===== src/rtl/uart_pkg.sv =====
// Shared definitions for the parametrised UART: parity modes, transmitter state
// encoding and baud divider helpers.
package uart_pkg;

  localparam int PAR_NONE = 0;
  localparam int PAR_ODD  = 1;
  localparam int PAR_EVEN = 2;

  typedef enum logic [2:0] {
    ST_IDLE,
    ST_START,
    ST_DATA,
    ST_PARITY,
    ST_STOP
  } tx_state_e;

  function automatic int calc_div(input int clk_freq, input int baud);
    return clk_freq / baud;
  endfunction

  function automatic int calc_cnt_w(input int div);
    return (div > 1) ? $clog2(div) : 1;
  endfunction

endpackage


===== src/rtl/uart_tx_param_fifo.sv =====
// Synchronous FIFO with registered full/empty flags; shared with the planned receiver.
module sync_fifo #(
  parameter int WIDTH = 8,
  parameter int DEPTH = 4
) (
  input  logic             clk,
  input  logic             reset,
  input  logic             wr_en,
  input  logic [WIDTH-1:0] wr_data,
  input  logic             rd_en,
  output logic [WIDTH-1:0] rd_data,
  output logic             full,
  output logic             empty
);

  localparam int AW = (DEPTH > 1) ? $clog2(DEPTH) : 1;

  logic [WIDTH-1:0] mem [DEPTH];
  logic [AW-1:0]    wr_ptr, rd_ptr;
  logic [AW:0]      count, count_nx;
  logic             do_wr, do_rd;

  // full is judged before any same-cycle pop, so a write into a full FIFO is dropped
  assign do_wr   = wr_en && !full;
  assign do_rd   = rd_en && (count != '0);
  assign rd_data = mem[rd_ptr];

  always_comb begin
    count_nx = count;
    if (do_wr && !do_rd)
      count_nx = count + (AW+1)'(1);
    else if (!do_wr && do_rd)
      count_nx = count - (AW+1)'(1);
  end

  // empty trails the count by one cycle, giving a two-edge write-to-start latency
  always_ff @(posedge clk) begin
    if (reset) begin
      wr_ptr <= '0;
      rd_ptr <= '0;
      count  <= '0;
      full   <= 1'b0;
      empty  <= 1'b1;
    end else begin
      if (do_wr) wr_ptr <= wr_ptr + AW'(1);
      if (do_rd) rd_ptr <= rd_ptr + AW'(1);
      count <= count_nx;
      full  <= (count_nx == (AW+1)'(DEPTH));
      empty <= (count == '0);
    end
  end

  always_ff @(posedge clk) begin
    if (do_wr) mem[wr_ptr] <= wr_data;
  end

endmodule


===== src/rtl/uart_tx_param.sv =====
// Parametrised UART transmitter with input FIFO and back-to-back framing.
// Optional macro UART_TX_OVERFLOW_EN adds a sticky overflow output.
module uart_tx_param
  import uart_pkg::*;
#(
  parameter int CLK_FREQ   = 50000000,
  parameter int BAUD       = 9600,
  parameter int DATA_BITS  = 8,
  parameter int PARITY     = 0,
  parameter int STOP_BITS  = 1,
  parameter int FIFO_DEPTH = 4
) (
  input  logic                 clk,
  input  logic                 reset,
  input  logic [DATA_BITS-1:0] wr_data,
  input  logic                 wr_en,
  output logic                 full,
  output logic                 empty,
  output logic                 busy,
  output logic                 TxD
`ifdef UART_TX_OVERFLOW_EN
  ,
  output logic                 overflow
`endif
);

  localparam int DIV   = calc_div(CLK_FREQ, BAUD);
  localparam int CNT_W = calc_cnt_w(DIV);

  if (DIV < 2 || DATA_BITS < 5 || DATA_BITS > 9 || PARITY < 0 || PARITY > 2 ||
      STOP_BITS < 1 || STOP_BITS > 2 || FIFO_DEPTH < 2 ||
      (FIFO_DEPTH & (FIFO_DEPTH - 1)) != 0) begin : g_param_chk
    $error("uart_tx_param: illegal parameter combination");
  end

  tx_state_e            state, state_nx;
  logic [CNT_W-1:0]     baud_cnt, cnt_nx;
  logic [3:0]           bit_cnt, bit_nx;
  logic                 txd_nx, pop, shift, bit_end;
  logic [DATA_BITS-1:0] shreg, fifo_rd_data;
  logic                 par_bit;

  sync_fifo #(
    .WIDTH(DATA_BITS),
    .DEPTH(FIFO_DEPTH)
  ) u_fifo (
    .clk    (clk),
    .reset  (reset),
    .wr_en  (wr_en),
    .wr_data(wr_data),
    .rd_en  (pop),
    .rd_data(fifo_rd_data),
    .full   (full),
    .empty  (empty)
  );

  assign busy    = (state != ST_IDLE);
  assign bit_end = (baud_cnt == CNT_W'(DIV - 1));

  always_comb begin
    state_nx = state;
    cnt_nx   = baud_cnt + CNT_W'(1);
    bit_nx   = bit_cnt;
    txd_nx   = TxD;
    pop      = 1'b0;
    shift    = 1'b0;
    case (state)
      ST_IDLE: begin
        cnt_nx = '0;
        txd_nx = 1'b1;
        if (!empty) begin
          pop      = 1'b1;
          state_nx = ST_START;
          txd_nx   = 1'b0;
        end
      end
      ST_START: begin
        if (bit_end) begin
          cnt_nx   = '0;
          bit_nx   = '0;
          state_nx = ST_DATA;
          txd_nx   = shreg[0];
        end
      end
      ST_DATA: begin
        if (bit_end) begin
          cnt_nx = '0;
          if (bit_cnt == 4'(DATA_BITS - 1)) begin
            bit_nx = '0;
            if (PARITY != PAR_NONE) begin
              state_nx = ST_PARITY;
              txd_nx   = par_bit;
            end else begin
              state_nx = ST_STOP;
              txd_nx   = 1'b1;
            end
          end else begin
            bit_nx = bit_cnt + 4'd1;
            shift  = 1'b1;
            txd_nx = shreg[1];
          end
        end
      end
      ST_PARITY: begin
        if (bit_end) begin
          cnt_nx   = '0;
          bit_nx   = '0;
          state_nx = ST_STOP;
          txd_nx   = 1'b1;
        end
      end
      ST_STOP: begin
        if (bit_end) begin
          cnt_nx = '0;
          if (bit_cnt == 4'(STOP_BITS - 1)) begin
            bit_nx = '0;
            // a queued character starts immediately, no idle gap between frames
            if (!empty) begin
              pop      = 1'b1;
              state_nx = ST_START;
              txd_nx   = 1'b0;
            end else begin
              state_nx = ST_IDLE;
              txd_nx   = 1'b1;
            end
          end else begin
            bit_nx = bit_cnt + 4'd1;
          end
        end
      end
      default: begin
        state_nx = ST_IDLE;
        txd_nx   = 1'b1;
      end
    endcase
  end

  always_ff @(posedge clk) begin
    if (reset) begin
      state    <= ST_IDLE;
      baud_cnt <= '0;
      bit_cnt  <= '0;
      TxD      <= 1'b1;
    end else begin
      state    <= state_nx;
      baud_cnt <= cnt_nx;
      bit_cnt  <= bit_nx;
      TxD      <= txd_nx;
    end
  end

  always_ff @(posedge clk) begin
    if (pop) begin
      shreg   <= fifo_rd_data;
      par_bit <= (^fifo_rd_data) ^ (PARITY == PAR_ODD);
    end else if (shift) begin
      shreg <= shreg >> 1;
    end
  end

`ifdef UART_TX_OVERFLOW_EN
  always_ff @(posedge clk) begin
    if (reset)
      overflow <= 1'b0;
    else if (wr_en && full)
      overflow <= 1'b1;
  end
`endif

endmodule


===== config.mk =====
export PLATFORM = sky130hd
export DESIGN_NAME = uart_tx_param
export DESIGN_NICKNAME = d
export VERILOG_FILES = /design/src/rtl/uart_pkg.sv /design/src/rtl/uart_tx_param_fifo.sv /design/src/rtl/uart_tx_param.sv
export SDC_FILE = /design/constraint.sdc
export NUM_CORES = 1
export LEC_CHECK = 0
export BUFFER_PORTS_ARGS = -buffer_cell sky130_fd_sc_hd__buf_2
export CORE_MARGIN = 8
export CORE_UTILIZATION = 60
export DETAILED_ROUTE_END_ITERATION = 12
export PLACE_DENSITY = 0.78
export SLEW_MARGIN = 20
export SYNTH_ARGS = -nofsm -noshare
export SYNTH_HDL_FRONTEND = slang
export SYNTH_SLANG_ARGS = --single-unit

===== constraint.sdc =====
create_clock -name clk -period 4.85 [get_ports clk]
set_input_delay 0.485 -clock clk [delete_from_list [all_inputs] [get_ports clk]]
set_output_delay 0.485 -clock clk [all_outputs]
set_load 0.005 [all_outputs]

# == Yosys cells after proc, flatten, opt, wreduce, memory -nomap -nowiden ==
# Memory sizes are Yosys's and may differ from the RTL's. A register that Yosys moved wholly into a read port is not among the register bits.
# Index checks and enable logic that the tools add are counted.
# totals
mem_bits_rw,32
input_bits,11
out_inout_bits,4
regBits,38
n_memories,1
# classes
reduce_logical,19
addsub,6
n_eq_ne,15
muxes,40
# memory_table
memory,depth,word_bits,rd,rd_ports_with_merged_regs,wr,line_no,source
u_fifo.mem,4,8,1,1,1,uart_tx_param_fifo.sv:18,logic [WIDTH-1:0] mem [DEPTH];
# ops
cell,count
3-bit 2-to-1 mux,9
13-bit case mux with 2 select lines,1
4-bit 2-to-1 mux,5
1-bit 2-to-1 mux,16
8-bit 2-to-1 mux,2
3-bit case mux with 5 select lines,1
"2-bit != test, second input constant",7
"13-bit by 1-bit adder with 13-bit output, second input constant",1
"13-bit equality test, second input constant",1
13-bit 2-to-1 mux,1
4-bit case mux with 3 select lines,1
3-bit nonzero test,3
7-bit AND reduction,1
"3-bit by 2-bit equality test with 1-bit output, second input constant",2
"3-bit equality test, second input constant",2
3-bit zero test,2
1-bit case mux with 5 select lines,1
5-bit AND reduction,1
"2-bit by 1-bit adder with 2-bit output, second input constant",2
"4-bit by 1-bit adder with 4-bit output, second input constant",1
"4-bit by 3-bit equality test with 1-bit output, second input constant",1
1-bit logical AND,4
4-bit zero test,1
2-bit 2-to-1 mux,2
other kinds (10),12

# == Longest topological paths before layout ==
# Gate-level depths: netlist of the first run.
# logic_depth
word_depth,9
mapped_depth,7
ltp_nobuf,7

# == By module ==
# Synthesis of the first run repeated with hierarchy kept, for this count alone.
# hier_totals
cells_unflattened,256
hier_area_um2,3260.6
# modules_own_cells
module,cells_each,area_each_um2,n_inst,seq_area_each_um2
sync_fifo,101,1754.2,1,1181.1
uart_tx_param,155,1506.4,1,660.6

# == Least setup slack after synthesis of the first run ==
# Ideal clock, no wire load.
# synth_path
kind,reg2reg
from,register baud_cnt[9]
to,"register shreg[0], enable pin"
stages_incl_launch_ff,5
period_less_slack_ns,2.432
t_arrival_ns,2.048
setup_ns,0.384
setup_slack_ns,2.418
required_time_ns,4.466
cell_sequence,dfxtp_1 -> or4b_1 -> buf_2 -> or3_1 -> o21ai_0
# synth_via
elab_chain_cells,4
elab_cells_between_ends,6
cone_classes,1 x eq/ne; 4 x mux; 1 x reduce/logical
# synth_rtl
item,line_no,source
from (decl),uart_tx_param.sv:37,"logic [CNT_W-1:0] baud_cnt, cnt_nx;"
from (signal assigned),uart_tx_param.sv:146,baud_cnt <= cnt_nx;
13-bit equality test *,uart_tx_param.sv:58,assign bit_end = (baud_cnt == CNT_W'(DIV - 1));
"1-bit 2-to-1 mux, on equally long branches","uart_tx_param.sv:113, uart_tx_param.sv:86",
1-bit case mux with 2 select lines or 1-bit 2-to-1 mux (tied branches),uart_tx_param.sv:67,case (state)
2-bit nonzero test (no source line) *,-,
to (signal assigned),uart_tx_param.sv:154,shreg <= fifo_rd_data;
to (signal assigned),uart_tx_param.sv:157,shreg <= shreg >> 1;
to (decl),uart_tx_param.sv:40,"logic [DATA_BITS-1:0] shreg, fifo_rd_data;"
# Mark *: on every way between the ends. The rest lies on a longest branch, timed or not.
# A chain may end at the register's enable or synchronous reset.

# == Final worst setup path of the first run ==
# layout_path
from,register baud_cnt[9]
to,"register shreg[1], enable pin"
# The elaborated chain is that of the path after synthesis.

==> results of run 1 <==
## cell usage in the layout (no fill, tap or decap), drive strengths merged, types with 5 or more instances in the layout
master,instances
and2,5
mux2,7
xor2,8
mux4,8
xnor2,7
dfxtp,32
buf,14
edfxtp,40
nand3,6
nand2,15
a21oi,6
o21ai,7
inv,11
clkbuf,10
ha,10
nor2,30
## kinds of logic after synthesis
family                   synth area share
AO/OA/AOI/OAI                     0.07209
XOR/XNOR                          0.04136
adder cells (fa/ha/maj)           0.03939
buffers and inverters             0.02521
flip-flops                         0.5798
multiplexers                      0.08783
AND/OR/NAND/NOR                    0.1544
## state kept, by name, summed over array words and instances (netlist names), named ones only
register / flops
TxD: 1
baud_cnt: 13
bit_cnt: 4
shreg: 8
state: 3
u_fifo.count: 3
u_fifo.empty: 1
u_fifo.full: 1
u_fifo.mem: 32
u_fifo.rd_ptr: 2
u_fifo.wr_ptr: 2
## synth_stat cells, drive strengths merged (2+ instances only)
| library cell | n | share of area |
|---|---|---|
| ha | 10 | 0.039 |
| o21ai | 7 | 0.011 |
| or4 | 4 | 0.0095 |
| mux4 | 8 | 0.057 |
| nand2b | 3 | 0.0059 |
| xnor2 | 7 | 0.019 |
| a21oi | 6 | 0.0095 |
| nand3b | 3 | 0.0071 |
| or3b | 2 | 0.0055 |
| nor3 | 4 | 0.0063 |
| clkbuf | 7 | 0.0083 |
| nor2b | 4 | 0.0079 |
| mux2i | 2 | 0.0063 |
| or3 | 4 | 0.0079 |
| and2 | 5 | 0.0098 |
| inv | 11 | 0.013 |
| edfxtp | 40 | 0.38 |
| or2 | 3 | 0.0059 |
| xor2 | 8 | 0.022 |
| o22a | 2 | 0.0055 |
| and3 | 4 | 0.0079 |
| dfxtp | 32 | 0.20 |
| mux2 | 7 | 0.025 |
| nand2 | 15 | 0.018 |
| nand4 | 2 | 0.0039 |
| nand3 | 6 | 0.0095 |
| nor2 | 30 | 0.035 |
| buf | 3 | 0.0039 |
## power by group through the flow
| stage | Sequential (W) | Clock, W | Combinational, W |
|---|---|---|---|
| floorplan | 0.000756 | 0 | 0.000208 |
| global placement | 0.000779 | 0 | 0.000242 |
| detailed placement | 0.000783 | 0 | 0.000248 |
| CTS | 0.000769 | 0.000505 | 0.000249 |
| global route | 0.000777 | 0.000529 | 0.000275 |
| finish | 0.000768 | 0.000497 | 0.000247 |
## layout make-up
| cell class | count | area [um^2] |
|---|---|---|
| Clock buffer | 10 | 127.6 |
| Clock inverter | 6 | 83.83 |
| Fill cell | 360 | 1600 |
| Inverter | 11 | 41.29 |
| Multi-Input combinational cell | 166 | 1255 |
| Sequential cell | 72 | 1842 |
| Tap cell | 70 | 87.58 |
| Timing Repair Buffer | 14 | 70.07 |
## metrics by stage
step                      instances  hold WS (ps)  cell area, um^2  total power (W)  worst slack (ps)
after floorplan                 259         426.0             3177        0.0009643              2418
after global placement          333         442.1             3296         0.001020              2202
after detailed placement        333         458.7             3296         0.001031              2094
after CTS                       349         350.9             3507         0.001524              2096
after global routing            349         355.1             3507         0.001582              1967
final                           349         363.0             3507         0.001512              2107
## worst min-delay path by stage
stage | from | to | slack [ps]
2_1_floorplan | baud_cnt[0] | baud_cnt[0] | 430
3_3_place_gp | baud_cnt[0] | baud_cnt[0] | 440
3_5_place_dp | baud_cnt[0] | baud_cnt[0] | 460
4_1_cts | wr_data[4] | u_fifo.mem[2][4] | 350
5_1_grt | wr_data[4] | u_fifo.mem[3][4] | 360
6_report | wr_data[4] | u_fifo.mem[2][4] | 360
## routing by layer
layer | share of wire | GRT usage | wire (um) | vias to the layer above
met4 | 0.011 | 0.07373 | 59 | 0
met3 | 0.038 | 0.02878 | 198 | 7
li1 | - | - | - | 971
met2 | 0.48 | 0.2338 | 2518 | 39
met1 | 0.47 | 0.1850 | 2471 | 963
met5 | 0 | 0 | 0 | -
==> flow_summary.ini, run 1 <==
[critical_path]
crit_required_ps = 4800
criticalPathCategory = reg2reg
path_buf_inv = 0
cp_slowest_cell = o21ai_0
worstReg2RegEnd = shreg[1]
cp.depth = 3
cp_top_family = simple AND/OR/NAND/NOR gates
critPathCaptureType = flop
cp_slowest_stage_delay_ps = 880
crit_start = baud_cnt[9]
r2r_start = baud_cnt[9]
crit_end = shreg[1]
crit_path_max_fanout = 8
startpoint_type = flop
r2r_cells = 3
reg2reg_setup_slack_ps = 2110
crit_chain = or4b_1 -> or3_1 -> o21ai_0
critPathArrivalTime_ps = 2700

[clock_network]
clkLatencyLatePin_ps = 330
cts_setup_buffers = 0
cts_htree_levels = 3
cts.sinks = 72
cts-hold-fix-buffers = 0
cts_tree = built
cts-resized-gates = 0
root_buffer = clkbuf_8
clock_path_buffers = 2
path_clk_slew_ps = 70
cts_buffers = 9

[drt]
dr.pass1.iters = 4
wl_um = 5248
wl_per_cell_um = 15.04
vias_per_cell = 5.673
drt_iter0_markers = 98
drc = 0
postRouteAntennaNets = 0
dr_total_vias = 1980

[timing]
setup_viol = 0
final_max_slew_viol_count = 0
period_share = 0.5657
tightest_slew_ps = 1094
clock-skew-final_ps = 8.616
hold_viol = 0
period_minus_slack_ps = 2743
maxSlewHeadroom = 0.2630
fmax_mhz = 364.5
grt_setup_unrepaired = no
setup_tns_ps = 0

[synth]
syn_area_um2 = 3177
synth_edf_count = 40
syn_avg_cell_area_um2 = 12.27
syn_inst = 259
synth_warnings = 0
async_flop_share = 0
yosysUniqueCellTypes = 49
synthFlopType = edfxtp_1
ys_ff_latch = 72
syn-num-nets = 280
yosysSeqAreaShare = 0.5798

[global_routing]
track_usage = 0.1468
grt_overflow = 0
grt_pass1_vias = 1910
grt_pass1_wl_um = 8749
grt_start_max_net_pins = 20
antenna_found_initial = 0

[power]
seq_power_share = 0.508
p_sw_w = 0.0003787
p_per_area_nw_per_um2 = 431.1
pwr-share-clk = 0.329
share_comb_of_total_power = 0.163
leakage_nw = 1.184
ir_worst_vdd_uv = 194.8
netSwitchingFraction = 0.2505
internal_power_w = 0.001133

[placement]
dpl.hpwl_um = 3804
gp_congestion = 0.8193
port_buffers = 14

[floorplanning]
row_count = 26
die_x_um = 88.77
io_pins = 15
die_h_um = 88.77
die_area_um2 = 7879
core_um2 = 5107
initial_core_util = 0.6220

[layout]
num_antenna_cells = 0
post-route-util = 0.6867
area_delta_synth_final_pct = 10.40
final_nets = 295
drive_gt1_frac = 0.1756

[outcome]
outcome = completed

[worst_hold_path]
holdPathStages = 1
hold_class = in2reg

[flow_run]
cap_violations = 0
Power figures use the tool's default switching activity.
==> inputs of run 2 (changes only) <==
clock period = 2.6 ns   (was 4.85 ns; I/O delays follow)
==> run 2 against run 1 <==
  * Routed wire length is 3.7% higher
  * Register-to-register slack lost 1900 ps
  * Via count up 0.81%
  * Total power rose by 90%
  * First-iteration DRC count down 35%
  * Utilization rose by 0.93 points
  * Critical path depth increased by 4
  * Clock power up 94%
  * Critical path type unchanged
==> flow_summary.ini, run 2 (synthesis results as in run 1) <==
[outcome]
outcome = completed

[power]
p_per_area_nw_per_um2 = 806.0
ir_worst_vdd_uv = 540.3
finalPower_w = 0.002865
leakage_nw = 1.216

[drt]
dr.pass1.iters = 4
drc = 0
vias_per_cell = 5.638
postRouteAntennaNets = 0
drt_iter0_markers = 64
wl_per_cell_um = 15.37
dr_total_vias = 1996
wl_um = 5440

[floorplanning]
io_pins = 15
row_count = 26
die_area_um2 = 7879
core_um2 = 5107
die_x_um = 88.77
initial_core_util = 0.6220
die_h_um = 88.77

[clock_network]
root_buffer = clkbuf_8
cts.sinks = 72
cts_htree_levels = 3
clkLatencyLatePin_ps = 340
cts_buffers = 9
cts_setup_buffers = 0
path_clk_slew_ps = 80
clock_path_buffers = 2
cts_tree = built

[timing]
maxSlewHeadroom = 0.6408
hold_viol = 0
final_max_slew_viol_count = 0
fmax_mhz = 410.6
grt_setup_unrepaired = yes
hold_slack_ps = 132.6
tightest_slew_ps = 538.0
period_minus_slack_ps = 2436
clock-skew-final_ps = 8.160
setup_tns_ps = 0
setup_viol = 0
period_share = 0.9368

[layout]
final_cell_mix = 40 x edfxtp_1, 32 x dfxtp_1, 30 x nor2_1
mostFrequentLayoutCell = edfxtp_1
register_area_um2 = 1842
largest_reg_flops = 32
multi_input_area_um2 = 1257
largest_register = u_fifo.mem
drive_gt1_frac = 0.2042
num_antenna_cells = 0
fillers = 380
final_nets = 300
area_delta_synth_final_pct = 11.89
top_regs = u_fifo.mem x32, baud_cnt x13, shreg x8

[critical_path]
cp_top_family = simple AND/OR/NAND/NOR gates
crit_chain = inv_1 -> ha_1 -> or3b_2 -> o41ai_4 -> a21boi_2 -> or4_1 -> a311oi_1
cp_slowest_cell = or3b_2
startpoint_type = flop
r2r_cells = 7
criticalPathCategory = reg2reg
reg2reg_setup_slack_ps = 160
path_buf_inv = 1
critPathCaptureType = flop
crit_path_max_fanout = 6
critPathArrivalTime_ps = 2700
cp.depth = 7
crit_required_ps = 2860
cp_slowest_stage_delay_ps = 520

[worst_hold_path]
hold_class = in2reg
holdPathStages = 1

[placement]
port_buffers = 14
dpl.hpwl_um = 3895
gp_congestion = 0.7853

[global_routing]
antenna_found_initial = 0
grt_start_max_net_pins = 20
track_usage = 0.1564
grt_pass1_wl_um = 9328
grt_pass1_vias = 1976
grt_overflow = 0

[flow_run]
cap_violations = 0
-- run 2: changes by cell type in the layout (fill, tap and decap cells not counted), sizes merged --
cell,before,now
clkbuf,10,9
inv,11,12
buf,14,19
-- run 2: metal layers --
layer  share of wire  vias to the layer above  global-route usage  wire length, um
li1                -                      991                   -                -
met1            0.47                      969              0.2018             2540
met2            0.48                       27              0.2412             2600
met3           0.036                        9             0.03064              197
met4           0.019                        0             0.08295              102
met5               0                        -                   0                0
-- run 2: final cells by class --
cell class,count,share of cell area
inverter,11,0.01162
multi-input combinational,166,0.3537
tap,70,0.02464
clock buffer,9,0.03485
sequential,72,0.5181
timing repair buffer,19,0.03027
clock inverter,7,0.02675
-- run 2: path summary, 6_finish.rpt --
path                    start          endpoint
setup reg to reg   bit_cnt[0]       u_fifo.full
hold reg to reg   baud_cnt[0]       baud_cnt[0]
hold / removal     wr_data[4]  u_fifo.mem[0][4]
setup / recovery   bit_cnt[0]       u_fifo.full
-- run 2: stage by stage --
stage / area [um^2] / utilization / std cells / setup slack [ps]
global route: 3555 / 0.6960 / 354 / -15.37
detailed placement: 3333 / 0.6526 / 338 / 104.2
CTS: 3552 / 0.6955 / 354 / 96.81
floorplan: 3177 / - / 259 / 168.3
finish: 3555 / 0.6960 / 354 / 164.4
global placement: 3333 / 0.6526 / 338 / 209.9
-- run 2: what timing repair did --
action,4_1_cts,5_1_grt
endpoints found under the setup margin,0,9
resized for setup,0,1
hold buffers,0,0
-- run 2: power breakdown --
part / leakage, nW / switching (W) / internal (W)
registers: 0.628 / 0.0000852 / 0.00134
clock network: 0.110 / 0.000421 / 0.000541
logic: 0.479 / 0.000232 / 0.000243
total: 1.22 / 0.000738 / 0.00213
==> inputs of run 3 (changes only) <==
CORE_ASPECT_RATIO = 1.1   (was not set)
CTS_BUF_LIST = sky130_fd_sc_hd__clkbuf_16   (was not set)
==> run 3 against run 2 <==
  * Via count down 1.8%
  * Clock skew shrank 3.0 ps
  * Count of clock-buffer cells in the layout unchanged
  * Critical endpoint is now shreg[4]
  * Largest power group unchanged
  * Highest routed layer unchanged
==> flow_summary.ini, run 3 (synthesis results as in run 1) <==
[outcome]
outcome = completed

[layout]
drive_gt1_frac = 0.2042
design_area_um2 = 3664
largest_register = u_fifo.mem
largest_reg_flops = 32
top_regs = u_fifo.mem x32, baud_cnt x13, shreg x8
final_nets = 300
final_cell_mix = 40 x edfxtp_1, 32 x dfxtp_1, 30 x nor2_1
num_antenna_cells = 0
register_area_um2 = 1842
area_delta_synth_final_pct = 15.32
mostFrequentLayoutCell = edfxtp_1
final_cells = 342
multi_input_area_um2 = 1257
fillers = 341

[clock_network]
clock_path_buffers = 2
clkLatencyLatePin_ps = 330
root_buffer = clkbuf_16
cts_tree = built
cts_htree_levels = 3
cts-hold-fix-buffers = 0
path_clk_slew_ps = 60
cts_buffers = 9
cts.sinks = 72

[drt]
wl_per_cell_um = 15.88
wl_um = 5432
drt_iter0_markers = 53
dr.pass1.iters = 4
postRouteAntennaNets = 0
dr_total_vias = 1960
vias_per_cell = 5.731
drc = 0

[global_routing]
track_usage = 0.1557
grt_overflow = 0
grt_start_max_net_pins = 20
grt_pass1_vias = 1941
grt_pass1_wl_um = 9390
antenna_found_initial = 0

[floorplanning]
die_x_um = 85.38
die_h_um = 92.32
row_count = 27
io_pins = 15
die_area_um2 = 7882
initial_core_util = 0.6269
core_um2 = 5067

[placement]
dp_cells = 325
port_buffers = 14
dpl_cell_area_um2 = 3311
gp_congestion = 0.7829
dpl.hpwl_um = 3613
pre_cts_slack_ps = 98.96

[worst_hold_path]
hold_class = in2reg
holdPathStages = 1
min_to = u_fifo.mem[1][5]
hold_path.startpoint = wr_data[5]

[timing]
fmax_mhz = 427.8
period_share = 0.8991
worst_slack_ps = 262.3
maxSlewHeadroom = 0.6398
final_max_slew_viol_count = 0
grt_setup_unrepaired = no
setup_tns_ps = 0
period_minus_slack_ps = 2338
setup_viol = 0
clock-skew-final_ps = 5.138
tightest_slew_ps = 539.5
hold_viol = 0

[power]
share_comb_of_total_power = 0.144
pwr-share-clk = 0.422
finalPower_w = 0.003295
p_sw_w = 0.0007696
leakage_nw = 1.276
p_per_area_nw_per_um2 = 899.5
ir_worst_vdd_uv = 626.0
netSwitchingFraction = 0.2335
internal_power_w = 0.002526
seq_power_share = 0.435

[critical_path]
crit_required_ps = 2640
cp_slowest_cell = or4b_1
crit_path_max_fanout = 9
reg2reg_setup_slack_ps = 260
critPathMostFrequentCell = buf_4
path_buf_inv = 2
critPathArrivalTime_ps = 2380
cp_top_family = simple AND/OR/NAND/NOR gates
crit_chain = or4b_1 -> o41ai_4 -> buf_4 -> nand2_2 -> o21ai_0 -> buf_4
criticalPathCategory = reg2reg
r2r_cells = 6
startpoint_type = flop
cp_slowest_stage_delay_ps = 660
worstReg2RegEnd = shreg[4]
r2r_start = baud_cnt[9]
critPathCaptureType = flop

[flow_run]
cap_violations = 0
[run 3: changes by cell type in the layout (fill, tap and decap cells not counted)]
cell	delta
bufinv_16	+1
clkinvlp_4	-1
clkbuf_16	+9
clkbuf_8	-9
[run 3: final cells by class]
cell class | instances | area share
Clock inverter | 7 | 0.03210
Sequential cell | 72 | 0.5027
Timing Repair Buffer | 19 | 0.02937
Clock buffer | 9 | 0.06148
Tap cell | 58 | 0.01981
Multi-Input combinational cell | 166 | 0.3432
Inverter | 11 | 0.01127
[run 3: repair_timing]
item,in CTS,in global routing
gates resized for setup,0,1
buffers inserted,0,1
setup endpoints to repair,0,16
[run 3: how the worst max path moves through the flow]
stage                      startpoint  cells past startpoint          end  slack [ps]
after global routing      baud_cnt[0]                      7  baud_cnt[4]         100
final                     baud_cnt[9]                      6     shreg[4]         260
after CTS                 baud_cnt[9]                      5     shreg[1]         100
after global placement    baud_cnt[9]                      5     shreg[4]         170
after detailed placement  baud_cnt[9]                      5     shreg[4]         100
after floorplan           baud_cnt[9]                      4     shreg[0]         170
[run 3: power groups by stage]
stage	logic, W	registers, W	clock network (W)
2_1_floorplan	0.000388	0.00141	0
4_1_cts	0.000479	0.00143	0.00141
3_5_place_dp	0.000471	0.00146	0
6_report	0.000474	0.00143	0.00139
3_3_place_gp	0.000453	0.00145	0
5_1_grt	0.000528	0.00145	0.00147
[run 3: layer usage]
layer  vias up  GRT usage  routed length [um]
li1        981          -                   -
met1       935     0.2001                2463
met5         -          0                   0
met2        32     0.2314                2640
met3        12    0.03622                 186
met4         0     0.1009                 141
[run 3: worst register-to-register path, delay by kind of cell (launching register included)]
| kind | cells | cell delay [ps] |
|---|---|---|
| simple gates | 2 | 790 |
| compound gates | 2 | 540 |
| buf+inv | 2 | 370 |
| flops | 1 | 350 |
[run 3: metrics by stage]
step                hold WS (ps)  utilization
floorplan                  358.9            -
global placement           441.9       0.6533
detailed placement         449.5       0.6533
CTS                        137.8       0.7210
global route               140.3       0.7230
finish                     148.4       0.7230
